File: config.mk
export PLATFORM = sky130hd
export DESIGN_NAME = field_header_parser
export DESIGN_NICKNAME = d
export VERILOG_FILES = /design/src/rtl/pb_wire_pkg.sv /design/src/rtl/field_header_parser.sv
export SDC_FILE = /design/constraint.sdc
export NUM_CORES = 1
export LEC_CHECK = 0
export CORE_ASPECT_RATIO = 0.7
export CORE_MARGIN = 3
export CORE_UTILIZATION = 50
export CTS_CLUSTER_SIZE = 10
export DETAILED_ROUTE_END_ITERATION = 10
export PLACE_DENSITY = 0.74
export SYNTH_ARGS = -nofsm -noshare
export SYNTH_HDL_FRONTEND = slang
export SYNTH_SLANG_ARGS = --single-unit
File: constraint.sdc
create_clock -name clk -period 2.1 [get_ports clk]
set_input_delay 0.21 -clock clk [delete_from_list [all_inputs] [get_ports clk]]
set_output_delay 0.21 -clock clk [all_outputs]
set_load 0.005 [all_outputs]
File: src/rtl/pb_wire_pkg.sv
// Shared protobuf wire-format definitions for the field header encoder and parser.
// Contents: wire type and header error encodings, parser state encoding, the
// maximum tag length in bytes, field-type to wire-type mapping, and the
// header classification helpers used when a header completes.
package pb_wire_pkg;

    typedef enum logic [2:0] {
        WT_VARINT = 3'd0,
        WT_I64    = 3'd1,
        WT_LEN    = 3'd2,
        WT_SGROUP = 3'd3,
        WT_EGROUP = 3'd4,
        WT_I32    = 3'd5
    } wire_type_e;

    typedef enum logic [1:0] {
        ERR_OK    = 2'd0,
        ERR_WTYPE = 2'd1,
        ERR_ID0   = 2'd2,
        ERR_LONG  = 2'd3
    } hdr_err_e;

    typedef enum logic [1:0] {
        ST_ACCUM = 2'd0,
        ST_HOLD  = 2'd1,
        ST_DRAIN = 2'd2
    } parse_state_e;

    // Protobuf descriptor field type numbering.
    typedef enum logic [4:0] {
        FT_DOUBLE   = 5'd1,
        FT_FLOAT    = 5'd2,
        FT_INT64    = 5'd3,
        FT_UINT64   = 5'd4,
        FT_INT32    = 5'd5,
        FT_FIXED64  = 5'd6,
        FT_FIXED32  = 5'd7,
        FT_BOOL     = 5'd8,
        FT_STRING   = 5'd9,
        FT_GROUP    = 5'd10,
        FT_MESSAGE  = 5'd11,
        FT_BYTES    = 5'd12,
        FT_UINT32   = 5'd13,
        FT_ENUM     = 5'd14,
        FT_SFIXED32 = 5'd15,
        FT_SFIXED64 = 5'd16,
        FT_SINT32   = 5'd17,
        FT_SINT64   = 5'd18
    } field_type_e;

    // 29-bit field number plus 3-bit wire type, 7 payload bits per byte.
    localparam int MAX_TAG_BYTES = 5;

    function automatic wire_type_e wire_type_of(input field_type_e ft);
        wire_type_e wt;
        case (ft)
            FT_DOUBLE, FT_FIXED64, FT_SFIXED64: wt = WT_I64;
            FT_FLOAT, FT_FIXED32, FT_SFIXED32:  wt = WT_I32;
            FT_STRING, FT_MESSAGE, FT_BYTES:    wt = WT_LEN;
            FT_GROUP:                           wt = WT_SGROUP;
            default:                            wt = WT_VARINT;
        endcase
        return wt;
    endfunction

    // Wire types 6/7 are never legal; group markers only when groups are rejected.
    function automatic logic wire_type_illegal(input logic [2:0] wt, input logic reject_groups);
        logic bad;
        case (wt)
            3'd3, 3'd4: bad = reject_groups;
            3'd6, 3'd7: bad = 1'b1;
            default:    bad = 1'b0;
        endcase
        return bad;
    endfunction

    // Priority: too long, then bad wire type, then field number zero.
    function automatic hdr_err_e classify_header(input logic too_long, input logic wt_bad,
                                                 input logic id_zero);
        hdr_err_e err;
        if (too_long) begin
            err = ERR_LONG;
        end else if (wt_bad) begin
            err = ERR_WTYPE;
        end else if (id_zero) begin
            err = ERR_ID0;
        end else begin
            err = ERR_OK;
        end
        return err;
    endfunction

endpackage

File: src/rtl/field_header_parser.sv
// Byte-serial decoder for protobuf field headers (tag varints).
// Reassembles tag = (field_id << 3) | wire_type from LSB-first varint bytes and
// presents the decoded header to the dispatcher over valid/ready.
// Ports:
//   clk, rst_n            clock, asynchronous active-low reset
//   in_valid/in_ready     input byte handshake; in_byte[7] = continuation
//   hdr_valid/hdr_ready   decoded header handshake
//   field_id, wire_type   decoded (or, on error, raw accumulated) tag fields
//   hdr_len               bytes consumed by this header
//   hdr_err               0 OK, 1 bad wire type, 2 field id zero, 3 too long
module field_header_parser
    import pb_wire_pkg::*;
#(
    parameter int FIELD_ID_W    = 29,
    parameter bit REJECT_GROUPS = 1'b1
) (
    input  logic                  clk,
    input  logic                  rst_n,
    input  logic                  in_valid,
    output logic                  in_ready,
    input  logic [7:0]            in_byte,
    output logic                  hdr_valid,
    input  logic                  hdr_ready,
    output logic [FIELD_ID_W-1:0] field_id,
    output logic [2:0]            wire_type,
    output logic [2:0]            hdr_len,
    output logic [1:0]            hdr_err
);

    localparam int TAG_W     = FIELD_ID_W + 3;
    localparam int MAX_BYTES = (TAG_W + 6) / 7;
    // Number of payload bits the final byte may legally carry.
    localparam int LAST_BITS = TAG_W - 7 * (MAX_BYTES - 1);
    localparam int CNT_W     = $clog2(MAX_BYTES);

    parse_state_e     state_r, state_s;
    logic [CNT_W-1:0] cnt_r, cnt_s;
    logic [TAG_W-1:0] acc_r, acc_s;
    logic [TAG_W-1:0] merged_s;
    logic             drain_r, drain_s;
    logic             take_s, hdr_take_s, drain_take_s;
    logic             first_s, last_s, over_s, long_s, done_s;

    // Input acceptance handshake and the byte classification derived from it.
    always_comb begin
        in_ready     = (state_r != ST_HOLD) || hdr_ready;
        hdr_valid    = (state_r == ST_HOLD);
        take_s       = in_valid && in_ready;
        // In HOLD a byte is only taken together with the header handshake.
        hdr_take_s   = take_s && ((state_r == ST_ACCUM) || ((state_r == ST_HOLD) && !drain_r));
        drain_take_s = take_s && ((state_r == ST_DRAIN) || ((state_r == ST_HOLD) && drain_r));
        // cnt_r is held at zero outside ACCUM, so it is the byte index directly.
        first_s      = (cnt_r == CNT_W'(0));
        last_s       = (cnt_r == CNT_W'(MAX_BYTES - 1));
        over_s       = last_s && ((in_byte[6:0] >> LAST_BITS) != 7'd0);
        long_s       = last_s && (over_s || in_byte[7]);
        done_s       = hdr_take_s && (last_s || !in_byte[7]);
    end

    // Byte-lane merge: byte k lands in tag bits [7k+6:7k]; byte 0 clears older lanes.
    for (genvar i = 0; i < MAX_BYTES; i++) begin : g_lane
        localparam int LW = (i == MAX_BYTES - 1) ? LAST_BITS : 7;
        assign merged_s[7*i +: LW] = (cnt_r == CNT_W'(i)) ? in_byte[LW-1:0] :
                                     (first_s ? {LW{1'b0}} : acc_r[7*i +: LW]);
    end

    // State register with accumulator, byte index and pending-drain flag.
    always_ff @(posedge clk or negedge rst_n) begin
        if (!rst_n) begin
            state_r <= ST_ACCUM;
            cnt_r   <= '0;
            acc_r   <= '0;
            drain_r <= 1'b0;
        end else begin
            state_r <= state_s;
            cnt_r   <= cnt_s;
            acc_r   <= acc_s;
            drain_r <= drain_s;
        end
    end

    // Next-state logic.
    always_comb begin
        state_s = state_r;
        cnt_s   = cnt_r;
        acc_s   = acc_r;
        drain_s = drain_r;
        case (state_r)
            ST_ACCUM: begin
                if (hdr_take_s) begin
                    acc_s = merged_s;
                    if (done_s) begin
                        state_s = ST_HOLD;
                        cnt_s   = '0;
                        drain_s = long_s && in_byte[7];
                    end else begin
                        cnt_s = cnt_r + CNT_W'(1);
                    end
                end else begin
                    state_s = ST_ACCUM;
                end
            end
            ST_HOLD: begin
                if (!hdr_ready) begin
                    state_s = ST_HOLD;
                end else if (drain_r) begin
                    // A byte taken alongside the handshake already belongs to the drain.
                    drain_s = 1'b0;
                    if (drain_take_s && !in_byte[7]) begin
                        state_s = ST_ACCUM;
                    end else begin
                        state_s = ST_DRAIN;
                    end
                end else if (hdr_take_s) begin
                    acc_s = merged_s;
                    if (done_s) begin
                        state_s = ST_HOLD;
                        cnt_s   = '0;
                        drain_s = long_s && in_byte[7];
                    end else begin
                        state_s = ST_ACCUM;
                        cnt_s   = CNT_W'(1);
                    end
                end else begin
                    state_s = ST_ACCUM;
                end
            end
            ST_DRAIN: begin
                if (drain_take_s && !in_byte[7]) begin
                    state_s = ST_ACCUM;
                end else begin
                    state_s = ST_DRAIN;
                end
            end
            default: begin
                state_s = ST_ACCUM;
                cnt_s   = '0;
                acc_s   = '0;
                drain_s = 1'b0;
            end
        endcase
    end

    // Registered header outputs, captured on the byte that completes a header.
    always_ff @(posedge clk or negedge rst_n) begin
        if (!rst_n) begin
            field_id  <= '0;
            wire_type <= 3'd0;
            hdr_len   <= 3'd0;
            hdr_err   <= 2'd0;
        end else if (done_s) begin
            field_id  <= merged_s[3 +: FIELD_ID_W];
            wire_type <= merged_s[2:0];
            hdr_len   <= 3'(cnt_r) + 3'd1;
            hdr_err   <= classify_header(long_s,
                                         wire_type_illegal(merged_s[2:0], REJECT_GROUPS),
                                         merged_s[3 +: FIELD_ID_W] == '0);
        end else begin
            field_id  <= field_id;
            wire_type <= wire_type;
            hdr_len   <= hdr_len;
            hdr_err   <= hdr_err;
        end
    end

endmodule

After elaboration in Yosys (flattened, before gate mapping)
Index checks and enable logic that the tools add are counted.

Bits in registers: 75. Input port bits: 12. Output and inout port bits: 39. Word-level logic and storage cells: 92.

Add/subtract/negate cells: 1. Equal/unequal tests: 17. Multiplexer cells: 40. Bitwise gates (word level): 1. Reduce and logical (&&, ||, !) cells: 25.

Operator list (count): 32-bit two-way mux (3); 32-bit case mux with 3 select lines (1); 7-bit two-way mux (7); 29-bit logical NOT (1); 2-bit two-way mux (9); 3-bit two-way mux (5); 3-bit equality test, second input constant (4); 1-bit logical AND (10); 1-bit two-way mux (10); 3-bit by 2-bit equality test with 1-bit output, second input constant (3); 3-bit case mux with 3 select lines (1); 4-bit two-way mux (2); 7-bit nonzero test (1); 2-bit by 1-bit inequality test with 1-bit output, second input constant (3); 2-bit inequality test, second input constant (3); 2-bit case mux with 3 select lines (1); 1-bit logical OR (5); 5-bit AND reduction (1); 4-bit AND reduction (1); 4-bit OR reduction (1); 3-bit by 1-bit adder with 3-bit output, second input constant (1); 3-bit by 1-bit equality test with 1-bit output, second input constant (1); 3-bit logical NOT (1); 3-bit inequality test, second input constant (1); 7 further kinds (8).

Logic depth before layout (Yosys ltp)
Gate-level depths: netlist (run 1).

Depth in word-level cells: 10. Depth in mapped cells: 9. Depth with buffers taken out: 7.

Worst setup path after synthesis (run 1)
No wires, ideal clock.

Kind: register to register. Start: register cnt_r[0]. End: register field_id[8]. Library setup time: 0.130 ns. Arrival: 1.599 ns. Data required time: 1.970 ns. Path slack: 0.371 ns. Stages on the path, launching flop included: 8. Path buffers: 2. Period minus slack after synthesis: 1.729 ns. Path through: dfrtp_1 inv_1 ha_1 nand2_2 a221oi_4 buf_4 buf_2 a21oi_1.

Longest elaborated chain between the ends: 3. Elaborated cells on any way between the ends: 7. Those cells by class: eq/ne (2); mux (2); reduce/logical (3).

RTL lines: from (decl) (line field_header_parser.sv:37) `logic [CNT_W-1:0] cnt_r, cnt_s;`; from (signal assigned) (line field_header_parser.sv:76) `cnt_r <= cnt_s;`; 3-bit logical NOT or 3-bit equality test (tied branches) (line field_header_parser.sv:53, field_header_parser.sv:54); 7-bit two-way mux or 1-bit logical OR (tied branches) (line field_header_parser.sv:64, field_header_parser.sv:57); 7-bit two-way mux or 1-bit logical AND (tied branches) (line field_header_parser.sv:63, field_header_parser.sv:57); to (signal assigned) (line field_header_parser.sv:152) `field_id <= merged_s[3 +: FIELD_ID_W];`; to (signal assigned) (line field_header_parser.sv:159) `field_id <= field_id;`; to (decl) (line field_header_parser.sv:24) `output logic [FIELD_ID_W-1:0] field_id,`.

Several ways; a longest one is shown, not always the timed one. A chain may end at the register's enable or synchronous reset.

Worst setup path after layout (run 1)
Start: register cnt_r[0]. End: register hdr_err[1].

Longest elaborated chain between the ends: 8. Elaborated cells on any way between the ends: 30. Those cells by class: eq/ne (8); mux (14); reduce/logical (8).

RTL lines: 3-bit logical NOT (line field_header_parser.sv:53, field_header_parser.sv:63); 7-bit two-way mux (line field_header_parser.sv:63) `assign merged_s[7*i +: LW] = (cnt_r == CNT_W'(i)) ? in_byte[LW-1:0] :`; 3-bit equality test or 3-bit by 2-bit equality test with 1-bit output (tied branches) (line pb_wire_pkg.sv:69) `case (wt)`; 4-bit OR reduction (no source line); 1-bit two-way mux (line pb_wire_pkg.sv:69); 1-bit two-way mux (line field_header_parser.sv:151) `end else if (done_s) begin`; 2-bit two-way mux (line pb_wire_pkg.sv:83) `end else if (wt_bad) begin`; 2-bit two-way mux (line pb_wire_pkg.sv:81) `if (too_long) begin`; to (signal assigned) (line field_header_parser.sv:155) `hdr_err <= classify_header(long_s,`; to (signal assigned) (line field_header_parser.sv:162) `hdr_err <= hdr_err;`; to (decl) (line field_header_parser.sv:27) `output logic [1:0] hdr_err`.

Several ways; a longest one is shown, not always the timed one. The select of a mux whose other input is x is not followed.

==> flow_summary.json, run 1 <==
{
  "synth_xor_area_share_pct": 0,
  "hpwl_um": 6340,
  "fillCellCount": 579,
  "clockBufferDepth": 2,
  "cts_buffers": 9,
  "area_growth_pct": 25.4,
  "core_um2": 6980,
  "syn-instance-count": 395,
  "powerDensity_nw_per_um2": 1460,
  "tns_ps": 0,
  "htreeDepth": 3,
  "yosysSeqAreaShare_pct": 50.4,
  "io_buffers": 50,
  "clock_latency_ps": 360,
  "synth_edf_count": 0,
  "gr-max-usage-layer": "met1",
  "worst_r2r_endpoint": "hdr_err[1]$_DFFE_PN0P_",
  "grt_pass1_vias": 2906,
  "fp.dieH_um": 78.2,
  "grt_max_degree": 76,
  "design_area_um2": 4660,
  "final_hold_viol_count": 0,
  "clock-sinks": 75,
  "maxCapViolations": 0,
  "vias": 3196,
  "fin_crit_ps": 1930,
  "final_layout_size_suffix_gt1_share_pct": 12.8,
  "first_iter_violations": 243,
  "worst_slew_pin_slew_ps": 486,
  "dpl-instance-area_um2": 4450,
  "yosys.area_share.simple_pct": 15.9,
  "critPathCapture": "hdr_err[1]$_DFFE_PN0P_",
  "crit_path_end_kind": "flop",
  "slew_viol_final": 0,
  "slew_headroom_pct": 67.5,
  "via_per_inst": 5.77,
  "drt_first_pass_iters": 5,
  "cts_tree": "built",
  "grt.met1_usage_pct": 34.2,
  "grt_usage_pct": 22.8,
  "rsz0062_at_grt": "false",
  "antenna_found_initial": 0,
  "critPathArrivalTime_ps": 2210,
  "synth_area_um2": 3720,
  "place_congestion": 0.868,
  "criticalPathCategory": "flop to flop",
  "ios": 51,
  "r2r_cells": 7,
  "timing.critical_path.from": "cnt_r[0]$_DFFE_PN0P_",
  "async_flop_share_pct": 100,
  "dieArea_um2": 8530,
  "antenna_cells": 0,
  "timing.final.crit_share_pct": 92.0,
  "synth-seq-cells": 75,
  "r2r-start": "cnt_r[0]$_DFFE_PN0P_",
  "synthFlopType": "dfrtp_1",
  "max_freq_mhz": 517,
  "die_w_um": 109,
  "grt_use_met2_pct": 33.0,
  "setup_viol": 0,
  "clk_pin_slew_ps": 80,
  "avgSynthCellArea_um2": 9.42,
  "crit_path_start_kind": "flop",
  "drt_wl_total_um": 9270,
  "grt_pass1_wl_um": 15200,
  "cp_data_required_time_ps": 2380,
  "drc": 0,
  "yosysUniqueCellTypes": 43,
  "wl_per_cell_um": 16.7,
  "vdd_drop_max_mv": 0.694,
  "synth_nets": 412,
  "hp-class": "primary input to async pin",
  "final_nets": 472,
  "synth_compound_area_share_pct": 25.2,
  "start_util_pct": 53.3,
  "ant_nets": 0,
  "grt_overflow": 0,
  "synthMuxAreaShare_pct": 1.08,
  "cts-root-buf": "clkbuf_8",
  "ff2ff_setup_slack_ps": 170,
  "use_met3_pct": 6.82,
  "skew_ps": 11.3,
  "cts_setup_buffers": 0,
  "crit_fanout": 7,
  "ys_warn_count": 0,
  "synth_fa_ha_area_share_pct": 1.68,
  "power.leakage_uw": 0.00195,
  "status": "completed",
  "synth_top_family_by_area": "compound AO/OA/AOI/OAI gates",
  "rows": 25
}
==> metrics by stage <==
step	power (uW)	hold slack [ps]	util (%)	std cells	setup slack [ps]
finish	6830	402	66.9	554	168
global route	7350	444	66.9	554	26.3
CTS	6850	424	66.9	554	63.3
detailed placement	5680	280	63.9	537	195
global placement	5590	276	63.9	537	204
floorplan	4210	-85.6	-	395	371
==> cell families (layout without fill, tap and decap cells) <==
family                     Yosys count  count (layout)
AOI/OAI and AO/OA                  143             143
and+or+nand+nor                    125             125
DFF                                 75              75
buffers and inverters               43             108
adders and majority gates            5               5
muxes                                4               4
==> worst max-delay path: stages (launching register included) <==
cell	delay [ps]
dfrtp_1	420
inv_1	130
ha_1	270
nor2b_4	300
nand2b_1	110
a2111oi_2	360
nand4_1	130
o21ai_1	150
==> cell usage in the layout, fill, tap and decap left out, drive strengths merged, types with 12 or more instances in the layout <==
| master | Yosys | layout |
|---|---|---|
| dfrtp | 75 | 75 |
| clkdlybuf4s50 | 0 | 49 |
| nand2 | 47 | 47 |
| a21oi | 47 | 47 |
| nor2 | 43 | 43 |
| buf | 22 | 35 |
| o21ai | 27 | 27 |
| a22oi | 20 | 20 |
| o31ai | 16 | 16 |
| nor2b | 13 | 13 |
| a31oi | 12 | 12 |
==> layout make-up <==
type	instances	area (um^2)	area share, %
Multi-Input combinational cell	277	1630	35.0
Clock buffer	10	128	2.74
Inverter	7	26.3	0.563
Timing Repair Buffer	85	811	17.4
Clock inverter	6	71.3	1.53
Sequential cell	75	1880	40.3
Tap cell	94	118	2.52
==> state kept, by name, summed over array words and instances, names as in the netlist <==
| register | count |
|---|---|
| acc_r | 32 |
| cnt_r | 3 |
| drain_r | 1 |
| field_id | 29 |
| hdr_err | 2 |
| hdr_len | 3 |
| state_r | 2 |
| wire_type | 3 |
==> repair_timing <==
action | CTS | global route
endpoints found under the hold margin | 75 | 0
hold buffers | 1 | 0
resized for setup | 0 | 1
endpoints found under the setup margin | 0 | 1
==> worst min path at each step <==
stage	slack (ps)	cells after the start	end
after floorplan	-90	0	acc_r[0]$_DFFE_PN0P_
after global placement	280	2	hdr_len[1]$_DFFE_PN0P_
after detailed placement	280	2	hdr_len[1]$_DFFE_PN0P_
after CTS	420	3	field_id[14]$_DFFE_PN0P_
after global routing	440	3	acc_r[2]$_DFFE_PN0P_
final	400	3	state_r[1]$_DFFE_PN0P_
==> layer usage <==
layer / part of all wire [%] / vias to the layer above
met4: 0.50 / 0
met2: 44 / 104
met1: 50 / 1545
li1: - / 1540
met3: 6.0 / 7
met5: 0 / -
==> Yosys cell counts (2+ instances only) <==
cell type | count | area [um^2]
a21oi_1 | 45 | 225
a21oi_4 | 2 | 32.5
a22oi_1 | 20 | 150
a31oi_1 | 12 | 75.1
a32oi_1 | 8 | 70.1
and2b_1 | 2 | 15.0
and4_1 | 3 | 26.3
buf_2 | 16 | 80.1
buf_4 | 4 | 30.0
buf_6 | 2 | 22.5
clkbuf_1 | 14 | 52.6
dfrtp_1 | 75 | 1880
ha_1 | 5 | 62.6
inv_1 | 7 | 26.3
mux2i_1 | 4 | 40.0
nand2_1 | 46 | 173
nand2b_1 | 2 | 12.5
nand2b_4 | 2 | 27.5
nor2_1 | 43 | 161
nor2b_1 | 12 | 75.1
nor3_1 | 5 | 25.0
nor4_1 | 2 | 12.5
o21ai_0 | 23 | 115
o21ai_1 | 4 | 20.0
o21bai_1 | 3 | 22.5
o22ai_1 | 2 | 12.5
o31ai_1 | 16 | 120
==> report_power, final <==
part	total [uW]	internal, uW	switching [uW]
Sequential	2510	2090	423
Clock	1140	562	576
Combinational	3190	1660	1530
Note: power is estimated with default switching activity, not from simulation.
==> run 2, diff against run 1 <==
--- a/config.mk
+++ b/config.mk
@@ -7,10 +7,11 @@
 export LEC_CHECK = 0
 export CORE_ASPECT_RATIO = 0.7
 export CORE_MARGIN = 3
-export CORE_UTILIZATION = 50
+export CORE_UTILIZATION = 49
 export CTS_CLUSTER_SIZE = 10
 export DETAILED_ROUTE_END_ITERATION = 10
-export PLACE_DENSITY = 0.74
+export PLACE_DENSITY = 0.75
+export SLEW_MARGIN = 20
 export SYNTH_ARGS = -nofsm -noshare
 export SYNTH_HDL_FRONTEND = slang
 export SYNTH_SLANG_ARGS = --single-unit
==> constraint.sdc (replaced) <==
create_clock -name clk -period 1.65 [get_ports clk]
set_input_delay 0.165 -clock clk [delete_from_list [all_inputs] [get_ports clk]]
set_output_delay 0.165 -clock clk [all_outputs]
set_load 0.005 [all_outputs]
==> run 2 against run 1 <==
Net effect: the flow now finishes with violations (negative setup slack); non-clock buffer count rose by 50; cell area rose by 18%; sequential power rose by 31%; clock skew fell by 3.4 ps; global-route usage rose by 4.1 points; count of clock-buffer cells in the layout fell by 1; hold slack got worse by 51 ps; flip-flop and latch count did not move; fmax rose by 7.1%.
==> flow_summary.json, run 2 (synthesis results as in run 1) <==
{
  "status": "complete, but fails checks",
  "violations": "negative setup slack",
  "grt_max_degree": 76,
  "power_uw": 10300,
  "place_congestion": 0.890,
  "timing.final.crit_share_pct": 109,
  "holdWs_ps": 351,
  "criticalPathCategory": "flop to flop",
  "placed_cells": 568,
  "layout_common_cells": "dfrtp_1, buf_4, clkdlybuf4s50_1",
  "slew_headroom_pct": 73.0,
  "rsz0062_at_grt": "true",
  "worst_r2r_endpoint": "hdr_err[1]$_DFFE_PN0P_",
  "cp_slowest_cell": "dfrtp_1",
  "crit_buf_inv": 2,
  "top_register": "acc_r",
  "via_per_inst": 6.14,
  "start_util_pct": 52.9,
  "combPwrFrac_pct": 54.0,
  "vias": 3709,
  "crit_chain": "inv_2, ha_2, nor2b_1, buf_6, a22oi_2, and4_1, nand4_1, o21ai_1",
  "powerDensity_nw_per_um2": 1880,
  "grt_pass1_wl_um": 18000,
  "die_w_um": 110,
  "vdd_drop_max_mv": 1.01,
  "largest_register_ffs": 32,
  "htreeDepth": 3,
  "slew_viol_final": 0,
  "crit_path_end_kind": "flop",
  "crit_path_start_kind": "flop",
  "final_layout_size_suffix_gt1_share_pct": 31.6,
  "preCtsSetupSlack_ps": -287,
  "core_um2": 7040,
  "clk_pin_slew_ps": 80,
  "max_stage_delay_ps": 430,
  "clock_power_share_pct": 14.1,
  "p_switching_uw": 3990,
  "cp_data_required_time_ps": 1940,
  "hpwl_um": 7030,
  "drc": 0,
  "crit_fanout": 7,
  "r2r-start": "cnt_r[0]$_DFFE_PN0P_",
  "dpl-instance-area_um2": 4730,
  "power.leakage_uw": 0.00230,
  "pwr-share-seq_pct": 32.0,
  "grt_overflow": 0,
  "power.internal_uw": 6340,
  "io_buffers": 50,
  "finalWorstSetupSlack_ps": -155,
  "design_area_um2": 5500,
  "skew_ps": 7.84,
  "area_growth_pct": 47.8,
  "final_hold_viol_count": 0,
  "p_sw_share_pct": 38.6,
  "cts-root-buf": "clkbuf_8",
  "antenna_cells": 0,
  "clock-sinks": 75,
  "worst_slew_pin_slew_ps": 401,
  "r2r_cells": 8,
  "fillCellCount": 447,
  "fp.dieH_um": 78.9,
  "rows": 25,
  "first_iter_violations": 261,
  "setup_viol": 51,
  "reg.largest.list": "acc_r x32, field_id x29",
  "cpLargestDelayFamily": "simple AND/OR/NAND/NOR gates",
  "clock_latency_ps": 360,
  "ff2ff_setup_slack_ps": -150,
  "hp-class": "primary input to async pin",
  "cts_buffers": 9,
  "antenna_found_initial": 0,
  "final_common_cell": "dfrtp_1",
  "critPathArrivalTime_ps": 2090,
  "grt_pass1_vias": 3610,
  "drt_wl_total_um": 12400,
  "wl_per_cell_um": 20.5,
  "final_nets": 522,
  "cts_tree": "built",
  "maxCapViolations": 0,
  "drt_first_pass_iters": 5,
  "dieArea_um2": 8690,
  "fin_crit_ps": 1800,
  "layoutNonFillerInstCount": 604,
  "grt_usage_pct": 26.9,
  "ios": 51,
  "ant_nets": 0,
  "clockBufferDepth": 2,
  "max_freq_mhz": 554
}
==> run 2: per-layer routing <==
metal,vias to the layer above,GRT usage (%),part of all wire [%]
met5,-,3.25,0
li1,1643,-,-
met3,32,5.93,7.9
met1,1840,37.5,42
met4,0,8.86,2.1
met2,194,41.5,48
==> run 2: how the worst max path moves through the flow <==
stage | endpoint | start | slack (ps) | cells past startpoint
2_1_floorplan | field_id[18]$_DFFE_PN0P_ | cnt_r[0]$_DFFE_PN0P_ | 5 | 7
3_3_place_gp | field_id[16]$_DFFE_PN0P_ | hdr_ready | -180 | 6
3_5_place_dp | field_id[12]$_DFFE_PN0P_ | hdr_ready | -290 | 6
4_1_cts | hdr_err[1]$_DFFE_PN0P_ | cnt_r[0]$_DFFE_PN0P_ | -100 | 7
5_1_grt | acc_r[14]$_DFFE_PN0P_ | cnt_r[0]$_DFFE_PN0P_ | -240 | 8
6_report | hdr_err[1]$_DFFE_PN0P_ | cnt_r[0]$_DFFE_PN0P_ | -150 | 8
==> run 2: what timing repair did <==
item / 4_1_cts / 5_1_grt
setup buffers: 9 / 6
hold endpoints to repair: 75 / 0
hold buffers: 1 / 0
pin swaps: 5 / 11
setup endpoints to repair: 55 / 67
resized for setup: 37 / 53
gates cloned: 1 / 5
==> run 2: area by class of cell <==
class	count	area (um^2)	area share (%)
clock inverter	7	76.3	1.39
sequential	75	1880	34.2
timing repair buffer	135	1370	24.9
multi-input combinational	277	1910	34.6
inverter	7	26.3	0.478
tap	94	118	2.14
clock buffer	9	124	2.25
==> run 2: metrics by stage <==
stage,utilization (%),setup TNS (ps)
floorplan,-,0
global placement,67.2,-4910
detailed placement,67.2,-8370
CTS,73.1,-318
global route,78.2,-6920
finish,78.2,-2790
==> run 2: tightest hold or removal path: stages <==
cell and delay [ps]:
dlygate4sd3_1 520, buf_2 120, buf_12 330
==> run 2: power groups by stage <==
stage	Clock, uW	Combinational, uW	Sequential (uW)
floorplan	0	2260	3140
global placement	0	4310	3190
detailed placement	0	4460	3230
CTS	1480	4800	3220
global route	1550	6030	3390
finish	1450	5580	3300
==> run 3, diff against run 2 <==
--- a/config.mk
+++ b/config.mk
@@ -7,10 +7,11 @@
 export LEC_CHECK = 0
 export CORE_ASPECT_RATIO = 0.7
 export CORE_MARGIN = 3
-export CORE_UTILIZATION = 49
+export CORE_UTILIZATION = 50
 export CTS_CLUSTER_SIZE = 10
 export DETAILED_ROUTE_END_ITERATION = 10
-export PLACE_DENSITY = 0.75
+export DONT_BUFFER_PORTS = 1
+export PLACE_DENSITY = 0.68
 export SLEW_MARGIN = 20
 export SYNTH_ARGS = -nofsm -noshare
 export SYNTH_HDL_FRONTEND = slang
==> run 3 against run 2 <==
Net effect: the run ends with negative hold slack, negative setup slack left; final cell count down 13%; worst setup slack better by 64 ps; cell area down 14%; combinational power down 27%; total power down 12%; largest power group unchanged; sequential power up 2%; critical endpoint is now field_id[12]$_DFFE_PN0P_; count of clock-buffer cells in the layout up 1.
==> flow_summary.json, run 3 (synthesis results as in run 1) <==
{
  "grt_pass1_wl_um": 16100,
  "r2r_cells": 8,
  "vdd_drop_max_mv": 0.870,
  "top_register": "acc_r",
  "crit_path_end_kind": "flop",
  "powerDensity_nw_per_um2": 1920,
  "slew_viol_final": 0,
  "rsz0062_at_grt": "true",
  "grt_overflow": 0,
  "crit_chain": "inv_2, ha_4, nand2_2, a221oi_4, buf_12, buf_12, nor2_1, a21oi_1",
  "final_common_cell": "dfrtp_1",
  "rows": 25,
  "r2r-start": "cnt_r[0]$_DFFE_PN0P_",
  "cp_data_required_time_ps": 1920,
  "worst_slew_pin_slew_ps": 370,
  "cp_slowest_cell": "dfrtp_2",
  "largest_register_ffs": 32,
  "grt_max_degree": 76,
  "die_w_um": 109,
  "fin_util_pct": 67.6,
  "final_hold_viol_count": 75,
  "max_stage_delay_ps": 450,
  "holdWs_ps": -504,
  "first_iter_violations": 296,
  "crit_fanout": 13,
  "layout_common_cells": "dfrtp_1, nand2_1, a21oi_1",
  "setup_viol": 42,
  "crit_buf_inv": 3,
  "via_per_inst": 6.08,
  "wl_per_cell_um": 19.3,
  "hpwl_um": 6310,
  "cpLargestDelayFamily": "compound AO/OA/AOI/OAI gates",
  "fin_crit_ps": 1740,
  "core_um2": 6980,
  "drc": 0,
  "drt_wl_total_um": 10100,
  "fp.dieH_um": 78.2,
  "path_depth": 8,
  "crit_path_start_kind": "flop",
  "antenna_found_initial": 0,
  "finalWorstSetupSlack_ps": -91.1,
  "cts-root-buf": "clkbuf_8",
  "drt_first_pass_iters": 5,
  "place_congestion": 0.801,
  "final_layout_size_suffix_gt1_share_pct": 29.2,
  "max_freq_mhz": 574,
  "area_growth_pct": 26.7,
  "hp-class": "primary input to async pin",
  "dieArea_um2": 8530,
  "slew_headroom_pct": 75.4,
  "worst_r2r_endpoint": "field_id[12]$_DFFE_PN0P_",
  "skew_ps": 7.10,
  "status": "complete, but fails checks",
  "maxCapViolations": 0,
  "grt_pass1_vias": 3179,
  "power.leakage_uw": 0.00196,
  "cts_tree": "built",
  "clk_pin_slew_ps": 80,
  "cts_buffers": 9,
  "timing.critical_path.from": "cnt_r[0]$_DFFE_PN0P_",
  "clockBufferDepth": 2,
  "criticalPathCategory": "flop to flop",
  "critPathCapture": "field_id[12]$_DFFE_PN0P_",
  "ff2ff_setup_slack_ps": -90,
  "ios": 51,
  "clock_latency_ps": 360,
  "htreeDepth": 3,
  "reg.largest.list": "acc_r x32, field_id x29",
  "final_nets": 444,
  "preCtsSetupSlack_ps": -199,
  "ant_nets": 0,
  "timing.final.crit_share_pct": 106,
  "vias": 3197,
  "antenna_cells": 0,
  "violations": "negative hold slack, negative setup slack",
  "start_util_pct": 53.3,
  "grt_usage_pct": 24.4,
  "io_buffers": 0,
  "critPathArrivalTime_ps": 2010,
  "clock-sinks": 75,
  "cp_common_cell": "buf_12"
}
-- run 3: worst min-delay path by stage --
stage / from / endpoint / slack, ps
2_1_floorplan: rst_n / acc_r[0]$_DFFE_PN0P_ / -130
3_3_place_gp: rst_n / hdr_len[2]$_DFFE_PN0P_ / -130
3_5_place_dp: rst_n / hdr_len[2]$_DFFE_PN0P_ / -130
4_1_cts: rst_n / hdr_len[2]$_DFFE_PN0P_ / -510
5_1_grt: rst_n / hdr_len[1]$_DFFE_PN0P_ / -530
6_report: rst_n / hdr_len[1]$_DFFE_PN0P_ / -500
-- run 3: final cells by class --
cell class              instances  area [um^2]
fillers                       513         2260
repair buffers                 57          567
inverters                       7         26.3
clock buffers                  10          138
flip-flops and latches         75         1880
multi-input cells             277         1900
well taps                      94          118
clock inverters                 6         87.6
-- run 3: routing by layer --
metal  GRT usage [%]  vias to the layer above  wire, um
li1                -                     1476         -
met3            8.46                       12       893
met5               0                        -         0
met2            36.7                      122      4570
met4            6.05                        0       103
met1            33.8                     1587      4580
-- run 3: through the flow --
step	instance area (um^2)	hold WS (ps)	TNS [ps]	std cells	power (uW)
final	4720	-504	-1320	526	9070
after global routing	4720	-532	-5460	526	9730
after CTS	4430	-510	-740	524	8510
after detailed placement	4050	-128	-3260	497	6560
after global placement	4050	-128	-1340	497	6450
after floorplan	3740	-131	0	395	5400
-- run 3: what timing repair did --
action                                 4_1_cts  5_1_grt
cloned                                       0        1
gates resized for setup                     16       59
hold buffers                                 3        1
setup buffers                                8        1
setup endpoints to repair                   50       70
endpoints found under the hold margin       78       76
pin swaps                                    7       21
-- run 3: worst register-to-register path: stages, from the launching register on --
cell and delay (ps):
dfrtp_2 450, inv_2 100, ha_4 170, nand2_2 90
a221oi_4 310, buf_12 200, buf_12 140, nor2_1 60
a21oi_1 150
-- run 3: power breakdown --
part / leakage, uW / switching, uW / internal (uW) / total, uW
Combinational: 0.000937 / 2040 / 2040 / 4080
Sequential: 0.000909 / 712 / 2660 / 3370
Clock: 0.000117 / 719 / 896 / 1620
Total: 0.00196 / 3470 / 5600 / 9070
==> RTL edit 1, RTL diff (settings of run 2) <==
`FIELD_ID_W`: 29 -> 58.
--- a/src/rtl/field_header_parser.sv
+++ b/src/rtl/field_header_parser.sv
@@ -12,5 +12,5 @@
     import pb_wire_pkg::*;
 #(
-    parameter int FIELD_ID_W    = 29,
+    parameter int FIELD_ID_W    = 58,
     parameter bit REJECT_GROUPS = 1'b1
 ) (
Ports: changed (resized field_id); port bits go from 51 to 80. No check against the original RTL was run, so the function may have changed too.
==> RTL edit 1 against run 2 <==
The run still ends with setup timing left. Combinational power decreased by 28%. Design area increased by 81%. Wire length increased by 80%. Worst hold slack got worse by 0.27 ns. Utilization decreased by 0.16 points. Total power increased by 20%. Cell count increased by 81%. Area after synthesis increased by 77%. Setup slack got worse by 0.36 ns. Sequential cell count increased by 59. Non-clock buffer count increased by 101. Sequential power increased by 28%. Via count increased by 78%. Synthesized cell count increased by 83%. Largest cell class unchanged.
==> RTL edit 1: results (changes against run 2) <==
* Final nets at 935 (was 522)
* Placed insts at 1,039 (was 568)
* Max layer used: met5 (was met4)
* CLK BUF at 20 (was 9)
* Setup_tns at -19.39 ns (was -2.792 ns)
* R2R depth at 10 (was 8)
* Vias in the first global route at 6,398 (was 3,610)
* Post-CTS setup buffers at 19 (was 9)
* Compound-Gate Fraction of Synth Area at 0.1954 (was 0.2522)
* Area after DPL at 8478 µm² (was 4727 µm²)
* Finish-stage setup viols at 101 (was 51)
* Reg clk slew, reported paths at 0.06 ns (was 0.08 ns)
* Iteration-0 DRC Markers at 590 (was 261)
* Clock network power at 4.16 mW (was 1.45 mW)
* Routed Wire Length at 22.33 mm (was 12.37 mm)
* Dpl hpwl at 14.24 mm (was 7.030 mm)
* Internal Pwr Total at 8.550 mW (was 6.340 mW)
* Status: finished, violations left (unchanged)
* Area of the multi-input gates at 3546 µm² (was 1906 µm²)
* Antenna violations before repair at 1 (was 0)
* CTS resizes at 101 (was 37)
* Seq pwr at 4.23 mW (was 3.30 mW)
* Main area contributors after synthesis: dfrtp_1 (51%), o21ai_0 (10%), nand2_1 (6.5%), nand3_1 (3.9%), and3b_1 (2.4%) (was dfrtp_1 (50%), a21oi_1 (6.1%), nand2_1 (4.6%), nor2_1 (4.3%), a22oi_1 (4.0%))
* Failing checks: setup timing (unchanged)
* Final Critical Period at 2.163 ns (was 1.805 ns)
* Worst IR Drop VDD at 0.0008894 V (was 0.001010 V)
* Final WS setup at -0.5135 ns (was -0.1547 ns)
* Most common library cells after synthesis: dfrtp_1 (134), o21ai_0 (132), nand2_1 (114), nand3_1 (52), clkbuf_1 (35) (was dfrtp_1 (75), nand2_1 (46), a21oi_1 (45), nor2_1 (43), o21ai_0 (23))
* Layout cells sized above 1 at 0.3158 (was 0.3157)
* Cell variety after synth at 53 (was 43)
* GRT met3 Usage at 0.08484 (was 0.05930)
* Register area share after synthesis at 0.5085 (was 0.5044)
-- RTL edit 1: cell count changes in the layout (fill, tap and decap cells not counted), sizes merged, moves of 25 or more --
cell           delta
a21oi            -31
and2             +25
buf              +75
clkdlybuf4s50    +29
dfrtp            +59
nand2            +67
nand3            +52
o21ai           +119
-- RTL edit 1: how the worst min path moves through the flow --
stage / from / slack, ns / cells after the start / end
after CTS: rst_n / 0.08 / 2 / field_id[31]$_DFFE_PN0P_
after global placement: rst_n / -0.03 / 1 / field_id[31]$_DFFE_PN0P_
after global routing: rst_n / 0.07 / 2 / field_id[31]$_DFFE_PN0P_
after floorplan: rst_n / -0.13 / 0 / acc_r[0]$_DFFE_PN0P_
final: rst_n / 0.08 / 2 / field_id[31]$_DFFE_PN0P_
after detailed placement: rst_n / -0.03 / 1 / field_id[31]$_DFFE_PN0P_
-- RTL edit 1: cell families after synthesis --
logic type                 after synthesis
and+or+nand+nor                        287
DFF                                    134
muxes                                   12
adders and majority gates                4
buffers and inverters                   68
AOI/OAI and AO/OA                      219
==> RTL edit 2, RTL diff (config.mk and constraints of run 2) <==
Made on the original files. Make the reset (`rst_n`) synchronous in 2 clocked blocks. Comments in the files are not updated.
--- a/src/rtl/field_header_parser.sv
+++ b/src/rtl/field_header_parser.sv
@@ -66,5 +66,5 @@
 
     // State register with accumulator, byte index and pending-drain flag.
-    always_ff @(posedge clk or negedge rst_n) begin
+    always_ff @(posedge clk) begin
         if (!rst_n) begin
             state_r <= ST_ACCUM;
@@ -143,5 +143,5 @@
 
     // Registered header outputs, captured on the byte that completes a header.
-    always_ff @(posedge clk or negedge rst_n) begin
+    always_ff @(posedge clk) begin
         if (!rst_n) begin
             field_id  <= '0;
Behaviour: differs if rst_n is asserted again (counterexample within 4 cycles, from zero or initial values and one cycle with rst_n low); with rst_n held inactive, the same outputs for 4 cycles.
==> RTL edit 2 against run 2 <==
The flow still finishes with violations (setup timing). Wire length fell by 2.3%. Design area rose by 0.25%. Via count barely moved. Sequential cell count did not move. Fmax fell by 16%. Area after synthesis fell by 4.9%. Cell count rose by 2.2%. Setup slack got worse by 0.33 ns. Critical endpoint is now hdr_err[1]$_SDFFE_PN0P_.
Power is not compared: it rests on default switching activity, and its combinational part moved more than twofold at a synthesized area within 25%.
==> RTL edit 2: results (changes against run 2) <==
* Layout cells sized above 1 at 0.3308 (was 0.3157)
* Post-layout util at 0.8015 (was 0.7817)
* FFs & Latches at 75 (unchanged)
* Setup_tns at -11.24 ns (was -2.792 ns)
* Bufs w/o clock at 146 (was 135)
* Placed insts at 579 (was 568)
* Comb_multi_in at 280 (was 277)
* Failing checks: setup timing (unchanged)
* Non-Filler Instances at 617 (was 604)
* Worst Path Arrival at 2.40 ns (was 2.09 ns)
* Pin count of the biggest net entering global routing at 74 (was 76)
* First-pass GRT wire length at 19.48 mm (was 18.01 mm)
* GP Congestion at 0.9300 (was 0.8903)
* CTS resizes at 52 (was 37)
* HP Class: input pin to flip-flop (was input pin to async pin)
* Register area share after synthesis at 0.4242 (was 0.5044)
* Dpl hpwl at 6.892 mm (was 7.030 mm)
* Least-Margin Pin Slew at 0.4890 ns (was 0.4014 ns)
* Clock-cell share of area at 0.04242 (was 0.03639)
* Ys async rst share at 0 (was 1.000)
* Final nets at 536 (was 522)
* Finish-stage setup viols at 64 (was 51)
* Final WS setup at -0.4864 ns (was -0.1547 ns)
* Top FF cell, synth: dfxtp_1 (was dfrtp_1)
* Vias in the first global route at 3,716 (was 3,610)
* Main area contributors after synthesis: dfxtp_1 (42%), o211a_1 (9.3%), nor2b_1 (9.2%), a22oi_1 (6.2%), a21oi_1 (4.0%) (was dfrtp_1 (50%), a21oi_1 (6.1%), nand2_1 (4.6%), nor2_1 (4.3%), a22oi_1 (4.0%))
* Via density per instance at 6.013 (was 6.141)
* Iteration-0 DRC Markers at 255 (was 261)
* Area of the multi-input gates at 2152 µm² (was 1906 µm²)
* Most common library cells after synthesis: dfxtp_1 (75), nor2b_1 (52), nand2_1 (36), o211a_1 (33), a22oi_1 (29) (was dfrtp_1 (75), nand2_1 (46), a21oi_1 (45), nor2_1 (43), o21ai_0 (23))
* CLK BUF at 12 (was 9)
* Fraction of area in multi-input gates at 0.3902 (was 0.3464)
* Total track usage at 0.2966 (was 0.2689)
* Syn_nets at 416 (was 412)
* Number of fill cells at 417 (was 447)
* Cell variety after synth at 42 (was 43)
* Status: finished, violations left (unchanged)
* Drt pass-1 iters at 5 (unchanged)
* Post-CTS setup buffers at 13 (was 9)
* Post-synthesis cell count at 399 (was 395)
* WL per Instance at 19.59 µm (was 20.49 µm)
==> RTL edit 2: metal layers <==
layer	share of wire	wire (µm)	global-route usage
met2	0.47	5694	0.4857
met1	0.42	5089	0.3828
met3	0.079	952	0.06644
met5	0	0	0
met4	0.029	351	0.1072
==> RTL edit 2: cells by family (layout without fill, tap and decap cells) <==
group	after synthesis	after routing	synth area share
flip-flops	75	75	0.4242
adder cells (fa/ha/maj)	5	5	0.01767
AND/OR/NAND/NOR	151	151	0.2283
AO/OA/AOI/OAI	110	110	0.2365
buffers and inverters	44	168	0.05338
multiplexers	14	14	0.03994
==> RTL edit 2: worst max-delay path, cell delays in order (launching register included) <==
cell      delay, ns
dfxtp_4        0.37
inv_4          0.07
ha_4           0.18
buf_6          0.14
buf_6          0.10
o21bai_4       0.10
a22oi_2        0.22
nand4_1        0.17
or4b_1         0.51
o22ai_1        0.19
==> RTL edit 2: stage by stage <==
step           total power, mW  setup WS, ns
4_1_cts                  4.526       -0.3172
3_5_place_dp             2.766       -0.3684
3_3_place_gp             2.748       -0.3434
6_report                 4.555       -0.4864
2_1_floorplan            2.378       -0.1690
5_1_grt                  4.712       -0.5341
==> RTL edit 2: worst paths after layout <==
kind | end | cells after the start | startpoint | slack, ns
worst max register to register | hdr_err[1]$_SDFFE_PN0P_ | 9 | cnt_r[1]$_SDFFE_PN0P_ | -0.49
worst min register to register | field_id[4]$_SDFFE_PN0P_ | 1 | field_id[4]$_SDFFE_PN0P_ | 0.50
worst min-delay path | field_id[25]$_SDFFE_PN0P_ | 3 | rst_n | 0.31
worst max-delay path | hdr_err[1]$_SDFFE_PN0P_ | 9 | cnt_r[1]$_SDFFE_PN0P_ | -0.49
